**src/rtl/muldiv_pkg.sv**
```systemverilog
// Shared encodings for the HI/LO multiply/divide unit.
// Op codes, FSM states and the funct-to-control decoder.
package muldiv_pkg;

  localparam logic [2:0] OP_MULT  = 3'd0;
  localparam logic [2:0] OP_MULTU = 3'd1;
  localparam logic [2:0] OP_DIV   = 3'd2;
  localparam logic [2:0] OP_DIVU  = 3'd3;
  localparam logic [2:0] OP_MTHI  = 3'd4;
  localparam logic [2:0] OP_MTLO  = 3'd5;
  localparam logic [2:0] OP_NOP   = 3'd6;

  typedef enum logic [1:0] {
    S_IDLE,
    S_MUL,
    S_DIV,
    S_FIX
  } state_t;

  localparam logic [5:0] FN_MFHI  = 6'h10;
  localparam logic [5:0] FN_MTHI  = 6'h11;
  localparam logic [5:0] FN_MFLO  = 6'h12;
  localparam logic [5:0] FN_MTLO  = 6'h13;
  localparam logic [5:0] FN_MULT  = 6'h18;
  localparam logic [5:0] FN_MULTU = 6'h19;
  localparam logic [5:0] FN_DIV   = 6'h1a;
  localparam logic [5:0] FN_DIVU  = 6'h1b;

  typedef struct packed {
    logic       start;
    logic [2:0] op;
    logic       read_hilo;
  } ctl_t;

  // R-type funct field to unit controls
  function automatic ctl_t decode_funct(
    input logic [5:0] funct
  );
    ctl_t c;
    c = '0;
    c.op = OP_NOP;
    unique case (1'b1)
      funct == FN_MFHI,
      funct == FN_MFLO:  c.read_hilo = 1'b1;
      funct == FN_MTHI:  c = '{1'b1, OP_MTHI, 1'b0};
      funct == FN_MTLO:  c = '{1'b1, OP_MTLO, 1'b0};
      funct == FN_MULT:  c = '{1'b1, OP_MULT, 1'b0};
      funct == FN_MULTU: c = '{1'b1, OP_MULTU, 1'b0};
      funct == FN_DIV:   c = '{1'b1, OP_DIV, 1'b0};
      funct == FN_DIVU:  c = '{1'b1, OP_DIVU, 1'b0};
      default:           c.op = OP_NOP;
    endcase
    return c;
  endfunction

endpackage

```
**src/rtl/hilo_muldiv_unit_div.sv**
```systemverilog
// Iterative restoring unsigned divider core.
// One quotient bit per step; WIDTH steps per divide.
module div_restoring_iter #(
  parameter int WIDTH = 32
) (
  input  logic             clk,
  input  logic             reset,
  input  logic             load,
  input  logic             step,
  input  logic [WIDTH-1:0] dividend,
  input  logic [WIDTH-1:0] divisor,
  output logic [WIDTH-1:0] quotient,
  output logic [WIDTH-1:0] remainder
);

  logic [WIDTH-1:0] quo;
  logic [WIDTH-1:0] rem;
  logic [WIDTH-1:0] dsr;
  logic [WIDTH:0]   trial;

  assign trial = {rem, quo[WIDTH-1]} - {1'b0, dsr};

  always_ff @(posedge clk) begin
    if (!reset) begin
      quo <= '0;
      rem <= '0;
      dsr <= '0;
    end else if (load) begin
      quo <= dividend;
      rem <= '0;
      dsr <= divisor;
    end else if (step) begin
      if (!trial[WIDTH]) begin
        rem <= trial[WIDTH-1:0];
        quo <= {quo[WIDTH-2:0], 1'b1};
      end else begin
        rem <= {rem[WIDTH-2:0], quo[WIDTH-1]};
        quo <= {quo[WIDTH-2:0], 1'b0};
      end
    end
  end

  assign quotient  = quo;
  assign remainder = rem;

endmodule

```
**src/rtl/hilo_muldiv_unit.sv**
```systemverilog
// Multi-cycle MULT/DIV unit owning the HI/LO registers.
// Sign handling, delayed product, FSM and HI/LO writeback.
module hilo_muldiv_unit
  import muldiv_pkg::*;
#(
  parameter int WIDTH       = 32,
  parameter int MUL_LATENCY = 4
) (
  input  logic             clk,
  input  logic             reset,
  input  logic             start,
  input  logic [2:0]       op,
  input  logic [WIDTH-1:0] rs_val,
  input  logic [WIDTH-1:0] rt_val,
  input  logic             read_hilo,
  output logic [WIDTH-1:0] hi,
  output logic [WIDTH-1:0] lo,
  output logic             busy,
  output logic             done,
  output logic             stall,
  output logic             div_by_zero
);

  localparam int CNT_MAX =
    (WIDTH > MUL_LATENCY) ? WIDTH : MUL_LATENCY;
  localparam int CW = $clog2(CNT_MAX);

  state_t state;
  state_t next;

  logic [CW-1:0]      cnt;
  logic [2*WIDTH-1:0] prod;
  logic [2*WIDTH-1:0] product;
  logic [2*WIDTH-1:0] ext_a;
  logic [2*WIDTH-1:0] ext_b;
  logic [WIDTH-1:0]   abs_a;
  logic [WIDTH-1:0]   abs_b;
  logic [WIDTH-1:0]   a_raw;
  logic [WIDTH-1:0]   quo;
  logic [WIDTH-1:0]   rem;
  logic               q_neg;
  logic               r_neg;
  logic               b_zero;
  logic               accept;
  logic               signed_op;
  logic               is_mul;
  logic               is_div;
  logic               load;
  logic               step;

  assign busy   = (state != S_IDLE);
  assign stall  = busy & read_hilo;
  assign accept = start & ~busy;

  assign is_mul = accept &
    ((op == OP_MULT) | (op == OP_MULTU));
  assign is_div = accept &
    ((op == OP_DIV) | (op == OP_DIVU));
  assign signed_op =
    (op == OP_MULT) | (op == OP_DIV);

  assign ext_a = {{WIDTH{signed_op & rs_val[WIDTH-1]}},
                  rs_val};
  assign ext_b = {{WIDTH{signed_op & rt_val[WIDTH-1]}},
                  rt_val};
  assign product = ext_a * ext_b;

  assign abs_a = (signed_op & rs_val[WIDTH-1])
               ? -rs_val : rs_val;
  assign abs_b = (signed_op & rt_val[WIDTH-1])
               ? -rt_val : rt_val;

  div_restoring_iter #(
    .WIDTH(WIDTH)
  ) u_div (
    .clk      (clk),
    .reset    (reset),
    .load     (load),
    .step     (step),
    .dividend (abs_a),
    .divisor  (abs_b),
    .quotient (quo),
    .remainder(rem)
  );

  always_ff @(posedge clk) begin
    if (!reset) state <= S_IDLE;
    else        state <= next;
  end

  always_comb begin
    next = state;
    load = 1'b0;
    step = 1'b0;
    unique case (state)
      S_IDLE: begin
        if (is_mul) begin
          next = S_MUL;
        end else if (is_div) begin
          next = S_DIV;
          load = 1'b1;
        end
      end
      S_MUL: begin
        if (cnt == '0) next = S_IDLE;
      end
      S_DIV: begin
        step = 1'b1;
        if (cnt == '0) next = S_FIX;
      end
      S_FIX:   next = S_IDLE;
      default: next = S_IDLE;
    endcase
  end

  always_ff @(posedge clk) begin
    if (!reset) begin
      hi          <= '0;
      lo          <= '0;
      done        <= 1'b0;
      div_by_zero <= 1'b0;
      cnt         <= '0;
      prod        <= '0;
      a_raw       <= '0;
      q_neg       <= 1'b0;
      r_neg       <= 1'b0;
      b_zero      <= 1'b0;
    end else begin
      done <= 1'b0;
      unique case (state)
        S_IDLE: begin
          if (is_mul) begin
            prod <= product;
            cnt  <= CW'(MUL_LATENCY - 1);
          end
          if (is_div) begin
            cnt    <= CW'(WIDTH - 1);
            a_raw  <= rs_val;
            b_zero <= (rt_val == '0);
            q_neg  <= signed_op &
                      (rs_val[WIDTH-1] ^ rt_val[WIDTH-1]);
            r_neg  <= signed_op & rs_val[WIDTH-1];
            if (rt_val != '0) div_by_zero <= 1'b0;
          end
          if (accept && op == OP_MTHI) hi <= rs_val;
          if (accept && op == OP_MTLO) lo <= rs_val;
        end
        S_MUL: begin
          if (cnt == '0) begin
            {hi, lo} <= prod;
            done     <= 1'b1;
          end else begin
            cnt <= cnt - 1'b1;
          end
        end
        S_DIV: begin
          if (cnt != '0) cnt <= cnt - 1'b1;
        end
        S_FIX: begin
          // zero divisor: LO all ones, HI the raw dividend
          if (b_zero) begin
            lo          <= '1;
            hi          <= a_raw;
            div_by_zero <= 1'b1;
          end else begin
            lo <= q_neg ? -quo : quo;
            hi <= r_neg ? -rem : rem;
          end
          done <= 1'b1;
        end
        default: done <= 1'b0;
      endcase
    end
  end

endmodule

```
**config.mk**
```make
export PLATFORM = sky130hd
export DESIGN_NAME = hilo_muldiv_unit
export DESIGN_NICKNAME = d
export VERILOG_FILES = /design/src/rtl/muldiv_pkg.sv /design/src/rtl/hilo_muldiv_unit_div.sv /design/src/rtl/hilo_muldiv_unit.sv
export SDC_FILE = /design/constraint.sdc
export NUM_CORES = 2
export LEC_CHECK = 0
export BUFFER_PORTS_ARGS = -buffer_cell sky130_fd_sc_hd__buf_2
export CAP_MARGIN = 20
export CORE_MARGIN = 2
export CORE_UTILIZATION = 36
export CTS_BUF_LIST = sky130_fd_sc_hd__clkbuf_8
export DETAILED_ROUTE_END_ITERATION = 8
export GPL_ROUTABILITY_DRIVEN = 0
export SYNTH_ARGS = -nofsm -noshare
export SYNTH_HDL_FRONTEND = slang
export SYNTH_SLANG_ARGS = --single-unit
```
**constraint.sdc**
```tcl
create_clock -name clk -period 30.2 [get_ports clk]
set_input_delay 6.04 -clock clk [delete_from_list [all_inputs] [get_ports clk]]
set_output_delay 6.04 -clock clk [all_outputs]
set_load 0.01 [all_outputs]
```
* Word level (Yosys, flattened, before mapping) *
Index checks and enable logic that the tools add are counted.

word-level totals
  memories kept = 0
  latch bits = 0
  bits in writable memories = 0
  register bits after elaboration = 268
  ROM bits = 0
  word-level logic and storage cells = 109
  output and inout port bits = 68

cells by class
  $mul = 1
  $lt $le $gt $ge = 0
  shift operators = 0
  bitwise gates (word level) = 13
  add/sub/neg operators = 6
  equal/unequal tests = 18
  reduce and logical (&&, ||, !) cells = 21
  div/mod/pow operators = 0
  mux-type cells = 36

operator list
  cell                   number
  $mux W32               13
  $pmux W32 S3           2
  $neg A32 Y32           4
  $mul A33 B33 Y64       1
  $sub A33 B32 Y33       1
  $logic_not A32 Y1      1
  $reduce_bool A32 Y1    1
  $mux W5                4
  $ne A2 B2 Y1 const B   9
  $pmux W5 S3            1
  $mux W1                9
  $reduce_and A3 Y1      3
  $mux W2                4
  $pmux W2 S4            1
  $reduce_and A4 Y1      2
  $and A1 B1 Y1          7
  $eq A3 B2 Y1 const B   2
  $eq A3 B3 Y1 const B   2
  $reduce_bool A2 Y1     3
  $reduce_bool A3 Y1     2
  $logic_not A5 Y1       1
  $reduce_bool A5 Y1     1
  $sub A5 B1 Y5 const B  1
  $eq A2 B2 Y1 const B   2
  12 further kinds       18

* Longest topological paths before layout *
  depth after elaboration = 8
  gate-level depth with buffers = 33
  gate-level depth less buffers = 29

* Modules after synthesis *
Synthesis repeated with hierarchy kept, for this count alone.

second synthesis, totals
  cells, all modules = 6291
  area, all modules = 53642.7 µm²

by module, submodules not included
  module              times used  cells each  area an instance (µm²)  seq. area each (µm²)
  hilo_muldiv_unit    1           5546        47698.2                 3443.3
  div_restoring_iter  1           745         5944.5                  1921.8

* Least setup slack after synthesis *
No wires, ideal clock.

  path type = in2reg
  from = in rs_val[31]
  to = reg prod[63]
  arrival time = 13.985 ns
  path buffers = 4
  cell stages on the path = 29
  setup time = 0.079 ns
  path slack = 16.136 ns
  path through = clkbuf_1 -> and2_1 -> clkbuf_1 -> clkbuf_1 -> clkbuf_1 -> nand2_1 -> inv_1 -> fa_1 -> fa_1 -> fa_1 -> inv_1 -> fa_1 -> inv_1 -> fa_1 -> fa_1 -> inv_1 -> fa_1 -> fa_1 -> inv_1 -> ha_1 -> and3_1 -> and3_1 -> o221ai_1 -> and3_1 -> a21oi_1 -> o21ai_0 -> o31ai_1 -> nand4_1 -> o211ai_1

on the way
  cells in the longest elaborated chain, start to end = 2

RTL lines
  what                  line                     source
  start, declared       hilo_muldiv_unit.sv:13   input logic [WIDTH-1:0] rs_val,
  $and A1 B1 Y1         hilo_muldiv_unit.sv:62   assign ext_a = {{WIDTH{signed_op & rs_val[WIDTH-1]}},
  $mul A33 B33 Y64 (*)  hilo_muldiv_unit.sv:66   assign product = ext_a * ext_b;
  end signal, assigned  hilo_muldiv_unit.sv:133  prod <= product;
  end, declared         hilo_muldiv_unit.sv:32   logic [2*WIDTH-1:0] prod;

Mark *: on every way between the ends. The rest lies on a longest branch, timed or not.
A chain may end at the register's enable or synchronous reset.

* Final worst setup path *
Ends and elaborated chain as after synthesis.

==> metrics.md <==
| Metric | Value |
|---|---|
| Status | `finished clean` |
| Initial antenna violation count | `10` |
| HPWL Detailed | `122.1 mm` |
| Post-cts resize count | `0` |
| Synth cell count leaders | `inv_1 (1181), fa_1 (1126), nand2_1 (1057)` |
| FFs w/ async S/R, synth | `0%` |
| Worst Tran Pin Value | `1.189 ns` |
| CP arrival | `15.47 ns` |
| Crit path launch type | `input port` |
| Fillers | `15.11k` |
| Core ar. | `147500 um^2` |
| Syn Std Cell Area | `53390 um^2` |
| Die ar. | `151400 um^2` |
| Initial Utilization | `36.20%` |
| Per-cell routed wire length | `21.05 um` |
| Drt first pass iters | `6` |
| First-pass GRT wire length | `268.0 mm` |
| Cells on worst reg2reg path | `13` |
| Achievable Freq | `0.06683 GHz` |
| Crit path kind | `in -> reg` |
| Final Skew | `0.02662 ns` |
| Slew headroom | `20.73%` |
| Synth Area per Inst | `8.560 um^2` |
| Vias/cell | `5.318` |
| RSZ-0062 raised after global routing | `no` |
| Die Wd | `389.1 um` |
| Critical Path RT | `30.71 ns` |
| Hold buffer count at cts | `0` |
| Input/output buffers | `138` |
| CTS max path bufs | `3` |
| Clock Latency Late Sink | `0.59 ns` |
| Top post-synthesis cells by area | `fa_1 (42%), dfxtp_1 (10%), inv_1 (8.3%), nand2_1 (7.4%), ha_1 (6.0%)` |
| Synthesis-to-layout area growth | `5.582%` |
| Top-area cell type share of the netlist area | `42.22%` |
| Overflow after GRT | `0` |
| Share of cells above drive strength 1 | `5.095%` |
| CP endpoint kind | `flip-flop` |
| CTS H-Tree Depth | `2` |
| Post-CTS setup buffers | `0` |
| Yosys top cell by area | `fa_1` |
| GRT Util Overall | `22.71%` |
| Register area share after synthesis | `10.05%` |
| Via count | `42.77k` |
| Cell variety after synth | `84` |
| Final setup violating endpoints | `0` |
| Max Slew Vio Count | `0` |
| Critical Path Fanout Max | `42` |
| Number of DRC markers in iteration 0 | `3552` |
| Die Span Y | `389.1 um` |
| Post-route setup TNS | `0 ns` |
| Flops & latches, synth | `268` |
| DRC | `0` |
| Post-synth EDFFs | `0` |
| Net count, final | `7530` |
| # IOs | `139` |
| Top_reg_cell synth | `dfxtp_1` |
| Post-Syn Nets | `7689` |
| Util after Layout | `38.22%` |
| Fin crit period | `14.96 ns` |
| Clock sinks | `268` |
| Most common cell in the synthesized netlist | `inv_1` |
| Max Cap Viol | `0` |
| Synthesized instance count | `6237` |
| Final Hold Viols | `0` |
| Worst Hold Class | `reg -> reg` |
| Largest net degree at the start of global routing | `143` |
| # rows | `141` |
| CTS tree | `built` |
| Worst-path clk slew | `0.06 ns` |
| Final WL | `169.3 mm` |
| Root buffer cell | `clkbuf_8` |
| Hold Path Cell Cnt | `2` |
| Tcrit/Tclk final | `49.55%` |
| Vias in the first global route | `44.92k` |
| Post-DRT Antenna Nets | `0` |
| Yosys warnings | `0` |
| CTS buffer count | `43` |
-- sequential cells by signal, summed over array words and instances (netlist names) --
register and cells:
r_neg 1, state 2, hi 32, b_zero 1, prod 64, u_div.quotient 32, u_div.dsr 32, lo 32
a_raw 32, u_div.remainder 32, cnt 5, done 1, div_by_zero 1, q_neg 1
-- cell type report --
class	count	area, um^2	area share, %
Antenna cell	8	20.02	0.03551
Clock buffer	47	646.9	1.148
Clock inverter	24	126.4	0.2242
Inverter	1183	4446	7.886
Multi-Input combinational cell	4368	42080	74.64
Sequential cell	268	5366	9.520
Tap cell	1930	2415	4.284
Timing Repair Buffer	214	1274	2.260
-- logic make-up after synthesis --
family	after synthesis	share of synthesized area, %
and+or+nand+nor	1842	15.66
buffers and inverters	1601	11.28
adders and majority gates	1381	48.20
AOI/OAI and AO/OA	885	10.42
DFF	268	10.05
xor gates and xnor gates	204	3.346
muxes	56	1.050
-- worst paths after layout --
kind / startpoint / endpoint / slack [ns]
worst min-delay path: prod[40] / prod[40] / 0.45
worst max register to register: u_div.quotient[31] / u_div.remainder[16] / 25.83
worst max-delay path: rs_val[31] / prod[63] / 15.24
worst min register to register: prod[40] / prod[40] / 0.45
-- cells in the final DEF, fill, tap and decap left out, types with 16 or more instances in the layout --
| cell | netlist | routed |
|---|---|---|
| a211oi_1 | 87 | 87 |
| a21o_1 | 43 | 43 |
| a21oi_1 | 247 | 245 |
| a22oi_1 | 52 | 52 |
| a311oi_1 | 28 | 28 |
| a31oi_1 | 43 | 43 |
| and2_1 | 302 | 302 |
| and3_1 | 41 | 40 |
| buf_2 | 2 | 138 |
| buf_4 | 3 | 75 |
| clkbuf_8 | 0 | 47 |
| dfxtp_1 | 268 | 267 |
| fa_1 | 1126 | 1126 |
| ha_1 | 255 | 252 |
| inv_1 | 1181 | 1198 |
| mux2i_1 | 56 | 56 |
| nand2_1 | 1057 | 1057 |
| nand2b_1 | 22 | 22 |
| nand3_1 | 50 | 49 |
| nand4_1 | 16 | 16 |
| nor2_1 | 213 | 211 |
| nor2b_1 | 22 | 22 |
| nor3_1 | 34 | 33 |
| o21ai_0 | 229 | 229 |
| o31ai_1 | 29 | 29 |
| or3_1 | 26 | 25 |
| xnor2_1 | 125 | 125 |
| xor2_1 | 79 | 79 |
-- critical path: stages --
cell and delay, ns:
buf_2 0.32, buf_4 0.46, and2_1 0.59, buf_4 0.36
nand2_1 0.12, inv_1 0.17, fa_1 0.46, fa_1 0.50
fa_1 0.63, inv_1 0.29, fa_1 1.08, inv_1 0.31
fa_1 0.53, fa_1 0.55, inv_1 0.05, fa_1 0.45
fa_1 0.49, inv_1 0.04, ha_1 0.37, and3_1 0.22
and3_1 0.18, o221ai_1 0.12, and3_1 0.21, a21oi_1 0.14
o21ai_0 0.18, o31ai_1 0.34, nand4_1 0.13, o211ai_1 0.12
-- per-layer routing --
metal / vias up / track usage (%) / share of wire (%)
li1: 18780 / - / -
met1: 21930 / 31.43 / 43
met2: 1737 / 36.48 / 46
met3: 317 / 3.246 / 7.8
met4: 6 / 7.639 / 3.5
met5: - / 0 / 0.025
-- metrics by stage --
step           area, um^2  worst slack, ns  hold WS (ns)  instances
2_1_floorplan       53390            16.14        0.4319       6237
3_3_place_gp        55580            14.72        0.4399       7963
3_5_place_dp        55580            14.63        0.4452       7963
4_1_cts             56350            15.23        0.4537       8034
5_1_grt             56360            14.71        0.4689       8036
6_report            56370            15.24        0.4507       8042
Power is left out: the tool's default activity adds up to more than one toggle a clock period on the data nets, which glitch-free logic cannot reach.
